## src/rtl/imem_loader_if.sv

```systemverilog
// Host byte link and instruction-memory write port seen by the boot loader.
// The slave modport is the loader; the master modport is the side that
// supplies bytes and observes the memory writes (host link plus memory).
interface imem_loader_if;
   logic        rx_valid;
   logic [7:0]  rx_data;
   logic        rx_ready;
   logic        mem_we;
   logic [31:0] mem_addr;
   logic [31:0] mem_wdata;

   modport slave (
      input  rx_valid,
      input  rx_data,
      output rx_ready,
      output mem_we,
      output mem_addr,
      output mem_wdata
   );

   modport master (
      output rx_valid,
      output rx_data,
      input  rx_ready,
      input  mem_we,
      input  mem_addr,
      input  mem_wdata
   );
endinterface

```

## src/rtl/imem_loader.sv

```systemverilog
// Boot-time instruction memory loader. Receives a framed byte stream
// (16-bit little-endian word count, 4*N data bytes, XOR checksum byte),
// writes little-endian 32-bit words to consecutive word addresses and keeps
// the CPU held in reset until a complete, checksum-clean program is loaded.
module imem_loader #(
   parameter int ROW = 256
) (
   input  logic          clk,
   input  logic          rst_n,
   input  logic          start_i,
   imem_loader_if.slave  bus,
   output logic          busy_o,
   output logic          done_o,
   output logic          err_o,
   output logic          cpu_hold_o
);

   // Word index must be able to count up to ROW itself.
   localparam int          WIDX_W  = $clog2(ROW + 1);
   localparam logic [15:0] ROW_LIM = 16'(ROW);

   localparam logic [2:0] S_IDLE   = 3'd0;
   localparam logic [2:0] S_LEN_LO = 3'd1;
   localparam logic [2:0] S_LEN_HI = 3'd2;
   localparam logic [2:0] S_DATA   = 3'd3;
   localparam logic [2:0] S_CHK    = 3'd4;
   localparam logic [2:0] S_DONE   = 3'd5;

   logic [2:0]        state_q, state_d;
   logic [15:0]       len_q, len_d;
   logic [WIDX_W-1:0] widx_q, widx_d;
   logic [1:0]        bidx_q, bidx_d;
   logic [23:0]       word_q, word_d;     // bytes 0..2 of the word in flight
   logic [7:0]        acc_q, acc_d;
   logic              err_q, err_d;
   logic              done_q, done_d;
   logic              we_q, we_d;
   logic [31:0]       addr_q, addr_d;
   logic [31:0]       wdata_q, wdata_d;

   logic              rx_ready;
   logic              xfer;
   logic [15:0]       len_full;

   // Ready decodes only the registered state, so there is no path from rx_valid.
   always_comb begin
      rx_ready = (state_q == S_LEN_LO) || (state_q == S_LEN_HI) ||
                 (state_q == S_DATA)   || (state_q == S_CHK);
      xfer     = bus.rx_valid && rx_ready;
      len_full = {bus.rx_data, len_q[7:0]};
   end

   // Frame parser: next-state for FSM, word assembly, checksum and write port.
   always_comb begin
      state_d = state_q;
      len_d   = len_q;
      widx_d  = widx_q;
      bidx_d  = bidx_q;
      word_d  = word_q;
      acc_d   = acc_q;
      err_d   = err_q;
      done_d  = done_q;
      we_d    = 1'b0;
      addr_d  = addr_q;
      wdata_d = wdata_q;
      case (state_q)
         S_IDLE, S_DONE: begin
            if (start_i) begin
               state_d = S_LEN_LO;
               widx_d  = '0;
               bidx_d  = '0;
               acc_d   = '0;
               err_d   = 1'b0;
               done_d  = 1'b0;
            end
         end
         S_LEN_LO: begin
            if (xfer) begin
               len_d[7:0] = bus.rx_data;
               state_d    = S_LEN_HI;
            end
         end
         S_LEN_HI: begin
            if (xfer) begin
               len_d = len_full;
               if (len_full > ROW_LIM) begin
                  err_d   = 1'b1;
                  done_d  = 1'b1;
                  state_d = S_DONE;
               end else if (len_full == 16'd0) begin
                  state_d = S_CHK;
               end else begin
                  state_d = S_DATA;
               end
            end
         end
         S_DATA: begin
            if (xfer) begin
               acc_d  = acc_q ^ bus.rx_data;
               word_d = {bus.rx_data, word_q[23:8]};
               bidx_d = bidx_q + 2'd1;
               if (bidx_q == 2'd3) begin
                  // Fourth byte completes the word; it is written next cycle.
                  we_d    = 1'b1;
                  wdata_d = {bus.rx_data, word_q};
                  addr_d  = {{(32-WIDX_W-2){1'b0}}, widx_q, 2'b00};
                  widx_d  = widx_q + 1'b1;
                  if ((16'(widx_q) + 16'd1) == len_q) begin
                     state_d = S_CHK;
                  end
               end
            end
         end
         S_CHK: begin
            if (xfer) begin
               done_d  = 1'b1;
               state_d = S_DONE;
               if (bus.rx_data != acc_q) begin
                  err_d = 1'b1;
               end
            end
         end
         default: state_d = S_IDLE;
      endcase
   end

   // State and datapath registers; reset discards any partial word.
   always_ff @(posedge clk or negedge rst_n) begin
      if (!rst_n) begin
         state_q <= S_IDLE;
         len_q   <= '0;
         widx_q  <= '0;
         bidx_q  <= '0;
         word_q  <= '0;
         acc_q   <= '0;
         err_q   <= 1'b0;
         done_q  <= 1'b0;
         we_q    <= 1'b0;
         addr_q  <= '0;
         wdata_q <= '0;
      end else begin
         state_q <= state_d;
         len_q   <= len_d;
         widx_q  <= widx_d;
         bidx_q  <= bidx_d;
         word_q  <= word_d;
         acc_q   <= acc_d;
         err_q   <= err_d;
         done_q  <= done_d;
         we_q    <= we_d;
         addr_q  <= addr_d;
         wdata_q <= wdata_d;
      end
   end

   // Output decode from registered state only.
   always_comb begin
      bus.rx_ready  = rx_ready;
      bus.mem_we    = we_q;
      bus.mem_addr  = addr_q;
      bus.mem_wdata = wdata_q;
      busy_o        = rx_ready;
      done_o        = done_q;
      err_o         = err_q;
      cpu_hold_o    = !(done_q && !err_q);
   end

endmodule
```

## src/flat_wrapper.sv

```systemverilog
// flat-port wrapper written by rule: the top's interface ports become plain ports
module imem_loader_flat 
#(
   parameter int ROW = 256
)
  (clk, rst_n, start_i, busy_o, done_o, err_o, cpu_hold_o, bus_rx_valid, bus_rx_data, bus_rx_ready, bus_mem_we, bus_mem_addr, bus_mem_wdata);
  imem_loader_if bus_i ();
  input  logic clk;
  input  logic rst_n;
  input  logic start_i;
  output logic busy_o;
  output logic done_o;
  output logic err_o;
  output logic cpu_hold_o;
  input wire logic [$bits(bus_i.rx_valid)-1:0] bus_rx_valid;
  input wire logic [$bits(bus_i.rx_data)-1:0] bus_rx_data;
  output wire logic [$bits(bus_i.rx_ready)-1:0] bus_rx_ready;
  output wire logic [$bits(bus_i.mem_we)-1:0] bus_mem_we;
  output wire logic [$bits(bus_i.mem_addr)-1:0] bus_mem_addr;
  output wire logic [$bits(bus_i.mem_wdata)-1:0] bus_mem_wdata;
  assign bus_i.rx_valid = bus_rx_valid;
  assign bus_i.rx_data = bus_rx_data;
  assign bus_rx_ready = bus_i.rx_ready;
  assign bus_mem_we = bus_i.mem_we;
  assign bus_mem_addr = bus_i.mem_addr;
  assign bus_mem_wdata = bus_i.mem_wdata;
  imem_loader #(.ROW(ROW)) u_core (.clk(clk), .rst_n(rst_n), .start_i(start_i), .bus(bus_i), .busy_o(busy_o), .done_o(done_o), .err_o(err_o), .cpu_hold_o(cpu_hold_o));
endmodule
```

## config.mk

```make
export PLATFORM = sky130hd
export DESIGN_NAME = imem_loader_flat
export DESIGN_NICKNAME = d
export VERILOG_FILES = /design/src/rtl/imem_loader_if.sv /design/src/rtl/imem_loader.sv /design/src/flat_wrapper.sv
export SDC_FILE = /design/constraint.sdc
export NUM_CORES = 1
export LEC_CHECK = 0
export ABC_AREA = 1
export ABC_CLOCK_PERIOD_IN_PS = 3800
export BUFFER_PORTS_ARGS = -buffer_cell sky130_fd_sc_hd__buf_2
export CAP_MARGIN = 20
export CELL_PAD_IN_SITES_DETAIL_PLACEMENT = 0
export CELL_PAD_IN_SITES_GLOBAL_PLACEMENT = 1
export CORE_AREA = 2 2 108 110
export DETAILED_ROUTE_END_ITERATION = 8
export DIE_AREA = 0 0 110 112
export PLACE_DENSITY_LB_ADDON = 0.1
export SLEW_MARGIN = 15
export SYNTH_ARGS = -nofsm -noshare
export SYNTH_HDL_FRONTEND = slang
export SYNTH_SLANG_ARGS = --single-unit
export TNS_END_PERCENT = 1
```

## constraint.sdc

```tcl
create_clock -name clk -period 3.8 [get_ports clk]
set_input_delay 0.38 -clock clk [delete_from_list [all_inputs] [get_ports clk]]
set_output_delay 0.38 -clock clk [all_outputs]
set_load 0.01 [all_outputs]
```

==> flow_summary.rst, run 1 <==
.. list-table::
   :header-rows: 1

   * - Metric
     - Value
   * - Maximum fanout along the worst path
     - 44
   * - Setup repair after global routing missed its margin
     - no
   * - Number of nets in the finished design
     - 623
   * - CTS tree
     - built
   * - Crit path launch
     - u_core.state_q[2]
   * - Post-route worst hold slack
     - 0.04687 ns
   * - Transition at the pin with the smallest max-transition slack
     - 0.6226 ns
   * - Critical Path Start Type
     - register
   * - Reg2Reg Capture Point
     - u_core.bus.mem_addr[2]
   * - Critical path class
     - register to register
   * - Sinks on the clock net
     - 106
   * - DPL Wire Length
     - 7478 um
   * - Pin count of the biggest net entering global routing
     - 49
   * - Count of different cell masters after synthesis
     - 28
   * - Max Clock Skew
     - 0.007793 ns
   * - Antenna violations before repair
     - 0
   * - Area of the die
     - roughly 0.012 mm2
   * - Tightest Hold Check Type
     - input pin to async pin
   * - Quantity of I/O buffers inserted on ports
     - 58
   * - Wire length of the first global-routing pass
     - 17,390 um
   * - Avg Synthesized Cell Area
     - 8.604 um2
   * - Net switching fraction of the power
     - 0.3468
   * - Final Critical Period
     - around 2.3 ns
   * - Wirelength per Cell
     - 13.71 um
   * - Post-CTS resize count
     - 0
   * - Synth area leaders
     - sky130_fd_sc_hd__dfrtp_1, sky130_fd_sc_hd__nand2_1, sky130_fd_sc_hd__o21ai_0
   * - Maximum level of the CTS H-tree
     - 3
   * - Antenna viol nets, final
     - 0
   * - Critical R2R Launch
     - u_core.state_q[2]
   * - Endpoint type of the worst setup path
     - register
   * - Total number of vias
     - between 3k and 4k
   * - Quantity of hold-fixing buffers added after cts
     - 0
   * - Power density normalized to cell area
     - about 600 mW/mm2
   * - Core utilization of the finished layout
     - 0.4802
   * - Async SR Flop Fraction
     - 1.000
   * - Boundary pin count
     - ~80
   * - Number of standard-cell rows in the floorplan
     - 39
   * - Worst slew margin relative to its limit
     - 0.5849
   * - Detailed-route wire length
     - 10,380 um
   * - Share of total power in the clock network
     - 0.266
   * - Outcome
     - finished, final reports clean
   * - Switching pwr
     - 1151 uW
   * - Power share of the combinational group
     - 0.255
   * - Power consumption
     - about 3300 uW
   * - Via-per-instance ratio
     - 4.749
   * - Most frequently used cell type in the post-synthesis netlist
     - sky130_fd_sc_hd__nand2_1
   * - R2r worst-path depth
     - 9
   * - Clock-pin transition on the worst setup and hold timing paths
     - 0.07 ns
   * - Worst Path Required
     - 4.04 ns
   * - Total DRC errors in the routed layout
     - 0
   * - Max IR drop VDD
     - about 0.3 mV
   * - GR peak layer
     - met1
   * - Leading area contributor after synthesis
     - sky130_fd_sc_hd__dfrtp_1
   * - Number of inserted diodes
     - 0
   * - Capturing instance or port of the critical path
     - u_core.bus.mem_addr[2]
   * - Reg power frac
     - 0.478
   * - Insertion delay to the later sink of the worst-skew pair
     - 0.35 ns
   * - TritonCTS Buffers
     - 9
   * - Number of synthesized flops with an enable pin
     - 0
   * - Leak pwr
     - 0.002805 uW
   * - Share of cells above drive strength 1
     - 0.1433
   * - Post-route fraction of the period consumed by the critical path
     - 0.5947
   * - CTS Root Cell
     - sky130_fd_sc_hd__clkbuf_16
   * - Global route overflow
     - 0
   * - Final number of hold-violating endpoints
     - 0
   * - Netlist Area Pre-Place
     - 0.004801 mm2
   * - Total negative slack for setup checks
     - 0 ns
   * - Number of max-slew violations in the final report
     - 0
   * - FF-to-FF setup slack
     - 1.54 ns
   * - Met3 Use GR
     - 0.02869
   * - Starting Density
     - 0.4296
   * - Total GRT Usage
     - 0.1829
   * - Area of the core region
     - 0.01117 mm2
   * - Gpl congestion
     - 0.8597
   * - Highest clock rate
     - 442.5 MHz
   * - Vias in the first global route
     - about 3.5k
   * - Power Internal
     - 2168 uW
   * - Max_cap viols
     - 0
   * - Synthesis warning total
     - 0
   * - Arr. time, crit path
     - 2.50 ns
   * - Post-CTS setup repair buffer count
     - 0
   * - GR Util met2
     - 0.2569
   * - Die Width
     - 110 um
   * - Met1 GRT Util
     - 0.2746
   * - Mapped Cells
     - 558
   * - Area share of the largest cell type after synthesis
     - 0.5525
   * - Finish-stage setup viols
     - 0
   * - Leading register cell type out of synthesis
     - sky130_fd_sc_hd__dfrtp_1
   * - Sequential fraction of the synthesis area
     - 0.5525
   * - Number of synthesized register bits
     - 106
   * - Number of optimization iterations in the first detailed-route pass
     - 5
   * - Vertical extent of the die
     - about 110 um
   * - CTS Buffer Depth
     - 2
   * - Violation count after the first detailed-routing iteration
     - 189
   * - Layout-stage area growth over the synthesis result
     - 11.78%
   * - Top cell types by occurrence after synthesis
     - sky130_fd_sc_hd__nand2_1, sky130_fd_sc_hd__dfrtp_1, sky130_fd_sc_hd__o21ai_0
==> metal layers <==
metal	share of wire	vias to the layer above
met1	0.51	1654
met5	0	-
met2	0.42	86
li1	-	1838
met3	0.044	17
met4	0.026	0
==> placed cells by master, fill, tap and decap left out, types with 2 or more instances in the layout <==
cell type / n
sky130_fd_sc_hd__clkinv_2: 3
sky130_fd_sc_hd__o22ai_1: 6
sky130_fd_sc_hd__nor3_1: 2
sky130_fd_sc_hd__o21ai_1: 13
sky130_fd_sc_hd__inv_6: 2
sky130_fd_sc_hd__nand2_1: 167
sky130_fd_sc_hd__nand3_1: 32
sky130_fd_sc_hd__conb_1: 23
sky130_fd_sc_hd__inv_2: 4
sky130_fd_sc_hd__inv_1: 54
sky130_fd_sc_hd__nand4_1: 5
sky130_fd_sc_hd__o21a_1: 2
sky130_fd_sc_hd__dfrtp_1: 106
sky130_fd_sc_hd__buf_4: 4
sky130_fd_sc_hd__nor2_1: 23
sky130_fd_sc_hd__o21bai_1: 2
sky130_fd_sc_hd__a21oi_1: 2
sky130_fd_sc_hd__xnor2_1: 8
sky130_fd_sc_hd__nand3b_1: 2
sky130_fd_sc_hd__o21ai_0: 76
sky130_fd_sc_hd__nor2_4: 3
sky130_fd_sc_hd__buf_2: 57
sky130_fd_sc_hd__ha_1: 2
sky130_fd_sc_hd__clkbuf_16: 9
==> stage by stage <==
stage	instance area [um2]	worst slack [ns]	cells
6_report	5366	1.540	757
3_3_place_gp	5090	1.591	741
4_1_cts	5366	1.500	757
3_5_place_dp	5090	1.514	741
5_1_grt	5366	1.219	757
2_1_floorplan	4883	2.189	580
==> worst max-delay path: stages (launching register included) <==
cell and delay [ns]:
sky130_fd_sc_hd__dfrtp_1 0.47, sky130_fd_sc_hd__nor2_4 0.16, sky130_fd_sc_hd__inv_2 0.05, sky130_fd_sc_hd__nor2_4 0.09, sky130_fd_sc_hd__inv_2 0.07, sky130_fd_sc_hd__nor2_8 0.31
sky130_fd_sc_hd__nand2_4 0.32, sky130_fd_sc_hd__inv_1 0.42, sky130_fd_sc_hd__nand2_1 0.11, sky130_fd_sc_hd__o21a_1 0.13
==> layout make-up <==
class,instances,area [um2]
flip-flops and latches,106,2653
fillers,1130,5808
clock buffers,9,225.2
multi-input cells,373,1725
inverters,58,217.7
clock inverters,7,51.30
repair buffers,61,315.3
well taps,143,178.9
==> kinds of logic (layout without fill, tap and decap cells) <==
family	count (synthesis)	count (layout)	share of synthesized area
buffers and inverters	101	135	0.1053
adder cells (fa/ha/maj)	2	2	0.005212
other	1	23	0.0007811
flip-flops	106	106	0.5525
AO/OA/AOI/OAI	103	103	0.1131
XOR/XNOR	8	8	0.01460
AND/OR/NAND/NOR	237	237	0.2085
==> sequential cells by signal, summed over array words and instances (netlist names) <==
name and flops:
u_core.state_q 3, u_core.word_q 24, u_core.bus.mem_wdata 32, u_core.bus.mem_we 1, u_core.acc_q 8, u_core.len_q 16, u_core.bidx_q 2, u_core.widx_q 9
u_core.err_o 1, u_core.done_o 1, u_core.bus.mem_addr 9
==> how the worst min path moves through the flow <==
stage | endpoint | slack (ns) | from
after floorplan | u_core.acc_q[0] | 0.08 | rst_n
after global placement | u_core.bus.mem_wdata[11] | 0.43 | rst_n
after detailed placement | u_core.bus.mem_wdata[11] | 0.44 | rst_n
after CTS | u_core.bus.mem_wdata[22] | 0.06 | rst_n
after global routing | u_core.bus.mem_wdata[17] | 0.09 | rst_n
final | u_core.bus.mem_wdata[11] | 0.05 | rst_n
==> power by group through the flow <==
stage	clock, uW	combinational [uW]	sequential (uW)
3_5_place_dp	0	857	1610
5_1_grt	953	994	1630
4_1_cts	907	863	1590
6_report	884	848	1590
2_1_floorplan	0	660	1570
3_3_place_gp	0	847	1600
Power figures use the tool's default switching activity.
==> inputs of run 2 (changes only) <==
--- a/config.mk
+++ b/config.mk
@@ -6,14 +6,14 @@
 export NUM_CORES = 1
 export LEC_CHECK = 0
 export ABC_AREA = 1
-export ABC_CLOCK_PERIOD_IN_PS = 3800
+export ABC_CLOCK_PERIOD_IN_PS = 2200
 export BUFFER_PORTS_ARGS = -buffer_cell sky130_fd_sc_hd__buf_2
 export CAP_MARGIN = 20
 export CELL_PAD_IN_SITES_DETAIL_PLACEMENT = 0
 export CELL_PAD_IN_SITES_GLOBAL_PLACEMENT = 1
-export CORE_AREA = 2 2 108 110
+export CORE_AREA = 2 2 110 112
 export DETAILED_ROUTE_END_ITERATION = 8
-export DIE_AREA = 0 0 110 112
+export DIE_AREA = 0 0 112 114
 export PLACE_DENSITY_LB_ADDON = 0.1
 export SLEW_MARGIN = 15
 export SYNTH_ARGS = -nofsm -noshare
==> constraint.sdc (replaced) <==
create_clock -name clk -period 2.2 [get_ports clk]
set_input_delay 0.22 -clock clk [delete_from_list [all_inputs] [get_ports clk]]
set_output_delay 0.22 -clock clk [all_outputs]
set_load 0.01 [all_outputs]
==> flow_summary.rst, run 2 (synthesis gave the netlist of run 1 again) <==
.. list-table::
   :header-rows: 1

   * - Metric
     - Value
   * - Highest clock rate
     - 514.5 MHz
   * - Met2 WL post-DR
     - 4501 um
   * - Reg2Reg Capture Point
     - u_core.state_q[2]
   * - Final number of hold-violating endpoints
     - 0
   * - Gpl congestion
     - approximately 0.8
   * - Max incr delay on CP
     - around 0.42 ns
   * - Number of standard-cell rows in the floorplan
     - 40
   * - Via-per-instance ratio
     - between 4 and 5
   * - Vias in the first global route
     - between 3k and 4k
   * - R2r worst-path depth
     - 14
   * - Sinks on the clock net
     - 106
   * - Core utilization of the finished layout
     - 0.4674
   * - Total DRC errors in the routed layout
     - 0
   * - Maximum level of the CTS H-tree
     - 3
   * - Die Width
     - 112 um
   * - Master of the slowest instance on the critical path
     - sky130_fd_sc_hd__dfrtp_1
   * - Arr. time, crit path
     - 2.19 ns
   * - Max Clock Skew
     - 0.008960 ns
   * - Global route overflow
     - 0
   * - FF-to-FF setup slack
     - 0.26 ns
   * - Layout-stage area growth over the synthesis result
     - 14.02%
   * - Maximum fanout along the worst path
     - 6
   * - Endpoint type of the worst setup path
     - register
   * - Outcome
     - finished, final reports clean
   * - CTS tree
     - built
   * - Clock-pin transition on the worst setup and hold timing paths
     - about 0.07 ns
   * - Routed length on met1
     - 5374 um
   * - Cell repeated most along the worst path
     - sky130_fd_sc_hd__nand2_1
   * - Post-route fraction of the period consumed by the critical path
     - 0.8835
   * - Hold wc startpoint
     - bus_rx_data[2]
   * - Max IR drop VDD
     - around 0.47 mV
   * - Routed length on met3
     - between 400 and 500 um
   * - Cell breakdown of the critical path
     - ha_1 > nand2_1 > nor2_4 > nand2_1 > nand2_1 > nand2_1 > nand2_1 > nand2_1 > nor2_1 > nand3_1 > nand2_2 > nand2_1 > nand2_1 > nand2_1
   * - Leak pwr
     - 0.002855 uW
   * - CTS Root Cell
     - sky130_fd_sc_hd__clkbuf_16
   * - Detailed-route wire length
     - 10,450 um
   * - Crit path launch
     - u_core.widx_q[0]
   * - Antenna viol nets, final
     - 0
   * - Total number of vias
     - 3,538
   * - Number of max-slew violations in the final report
     - 0
   * - Share of cells above drive strength 1
     - 0.1472
   * - Power consumption
     - around 5900 uW
   * - Max_cap viols
     - 0
   * - Total negative slack for setup checks
     - 0 ns
   * - Vertical extent of the die
     - 114 um
   * - Post-CTS setup repair buffer count
     - 0
   * - CTS Buffer Depth
     - 2
   * - Starting Density
     - 0.4099
   * - Transition at the pin with the smallest max-transition slack
     - 0.5017 ns
   * - TritonCTS Buffers
     - 9
   * - Worst Path Required
     - approximately 2.4 ns
   * - Number of nets in the finished design
     - 627
   * - Critical Path Start Type
     - register
   * - DPL Wire Length
     - 7537 um
   * - Finish-stage setup viols
     - 0
   * - Boundary pin count
     - 82
   * - Power density normalized to cell area
     - ~1100 mW/mm2
   * - Area after detailed placement
     - 0.005155 mm2
   * - Number of inserted diodes
     - 0
   * - Fill cells
     - about 1.2k
   * - Final non-filler cell area
     - 0.005474 mm2
   * - Total GRT Usage
     - 0.1719
   * - Critical R2R Launch
     - u_core.widx_q[0]
   * - Antenna violations before repair
     - 0
   * - Leading cell types in the layout, fill and taps excluded
     - sky130_fd_sc_hd__nand2_1, sky130_fd_sc_hd__dfrtp_1, sky130_fd_sc_hd__o21ai_0
   * - Insertion delay to the later sink of the worst-skew pair
     - 0.35 ns
   * - Area of the die
     - about 0.013 mm2
   * - Final Critical Period
     - 1.944 ns
   * - Pin count of the biggest net entering global routing
     - 43
   * - Number of optimization iterations in the first detailed-route pass
     - 5
   * - Area of the core region
     - 0.01171 mm2
   * - Setup repair after global routing missed its margin
     - no
   * - Top routing layer in use
     - met4
   * - Wirelength per Cell
     - 13.66 um
   * - Number of flip-flops in the largest register
     - 32
   * - Capturing instance or port of the critical path
     - u_core.state_q[2]
   * - Tightest Hold Check Type
     - input pin to register
   * - Quantity of I/O buffers inserted on ports
     - between 50 and 60
   * - Wire length of the first global-routing pass
     - 17,440 um
   * - Critical path class
     - register to register
   * - Worst slew margin relative to its limit
     - 0.6651
   * - Violation count after the first detailed-routing iteration
     - 224
   * - Most common cell after layout, fill and taps aside
     - sky130_fd_sc_hd__nand2_1
-- run 2: where the power goes --
part           total, uW  switching, uW  internal (uW)
registers           2760            318           2440
clock network       1690            782            908
logic               1490            947            542
-- run 2: stage by stage --
stage | setup slack (ns) | hold slack, ns | instances
after CTS | 0.2290 | 0.1330 | 765
after global placement | 0.2170 | 0.2119 | 748
after detailed placement | 0.2491 | 0.2174 | 748
after global routing | 0.01067 | 0.1488 | 765
after floorplan | 0.5890 | -0.07559 | 580
final | 0.2564 | 0.1297 | 765
-- run 2: routing by layer --
metal  vias to the layer above  GRT usage
met4                         0    0.06341
met3                        11    0.02497
li1                       1851          -
met5                         -          0
met1                      1589     0.2557
met2                        87     0.2574
-- run 2: timing repair --
action,in CTS,in global routing
hold buffers,1,0
setup endpoints to repair,0,3
hold endpoints to repair,31,0
resized for setup,0,1
-- run 2: how the worst min path moves through the flow --
| stage | endpoint | slack (ns) | cells after the start |
|---|---|---|---|
| detailed placement | u_core.word_q[5] | 0.22 | 1 |
| CTS | u_core.word_q[18] | 0.13 | 3 |
| floorplan | u_core.acc_q[0] | -0.08 | 0 |
| finish | u_core.word_q[18] | 0.13 | 3 |
| global route | u_core.word_q[18] | 0.15 | 3 |
| global placement | u_core.word_q[5] | 0.21 | 1 |
-- run 2: cell type report --
type / count / area (um2) / area share
clock buffers: 9 / 225.2 / 0.04114
repair buffers: 65 / 385.4 / 0.07040
flip-flops and latches: 106 / 2653 / 0.4846
clock inverters: 7 / 83.83 / 0.01531
multi-input cells: 373 / 1725 / 0.3152
well taps: 147 / 183.9 / 0.03360
inverters: 58 / 217.7 / 0.03977
-- run 2: critical path: cells and delay by family, from the launching register on --
family	cells	cell delay [ns]
flip-flops	1	0.42
AND/OR/NAND/NOR	13	1.24
adder cells (fa/ha/maj)	1	0.19
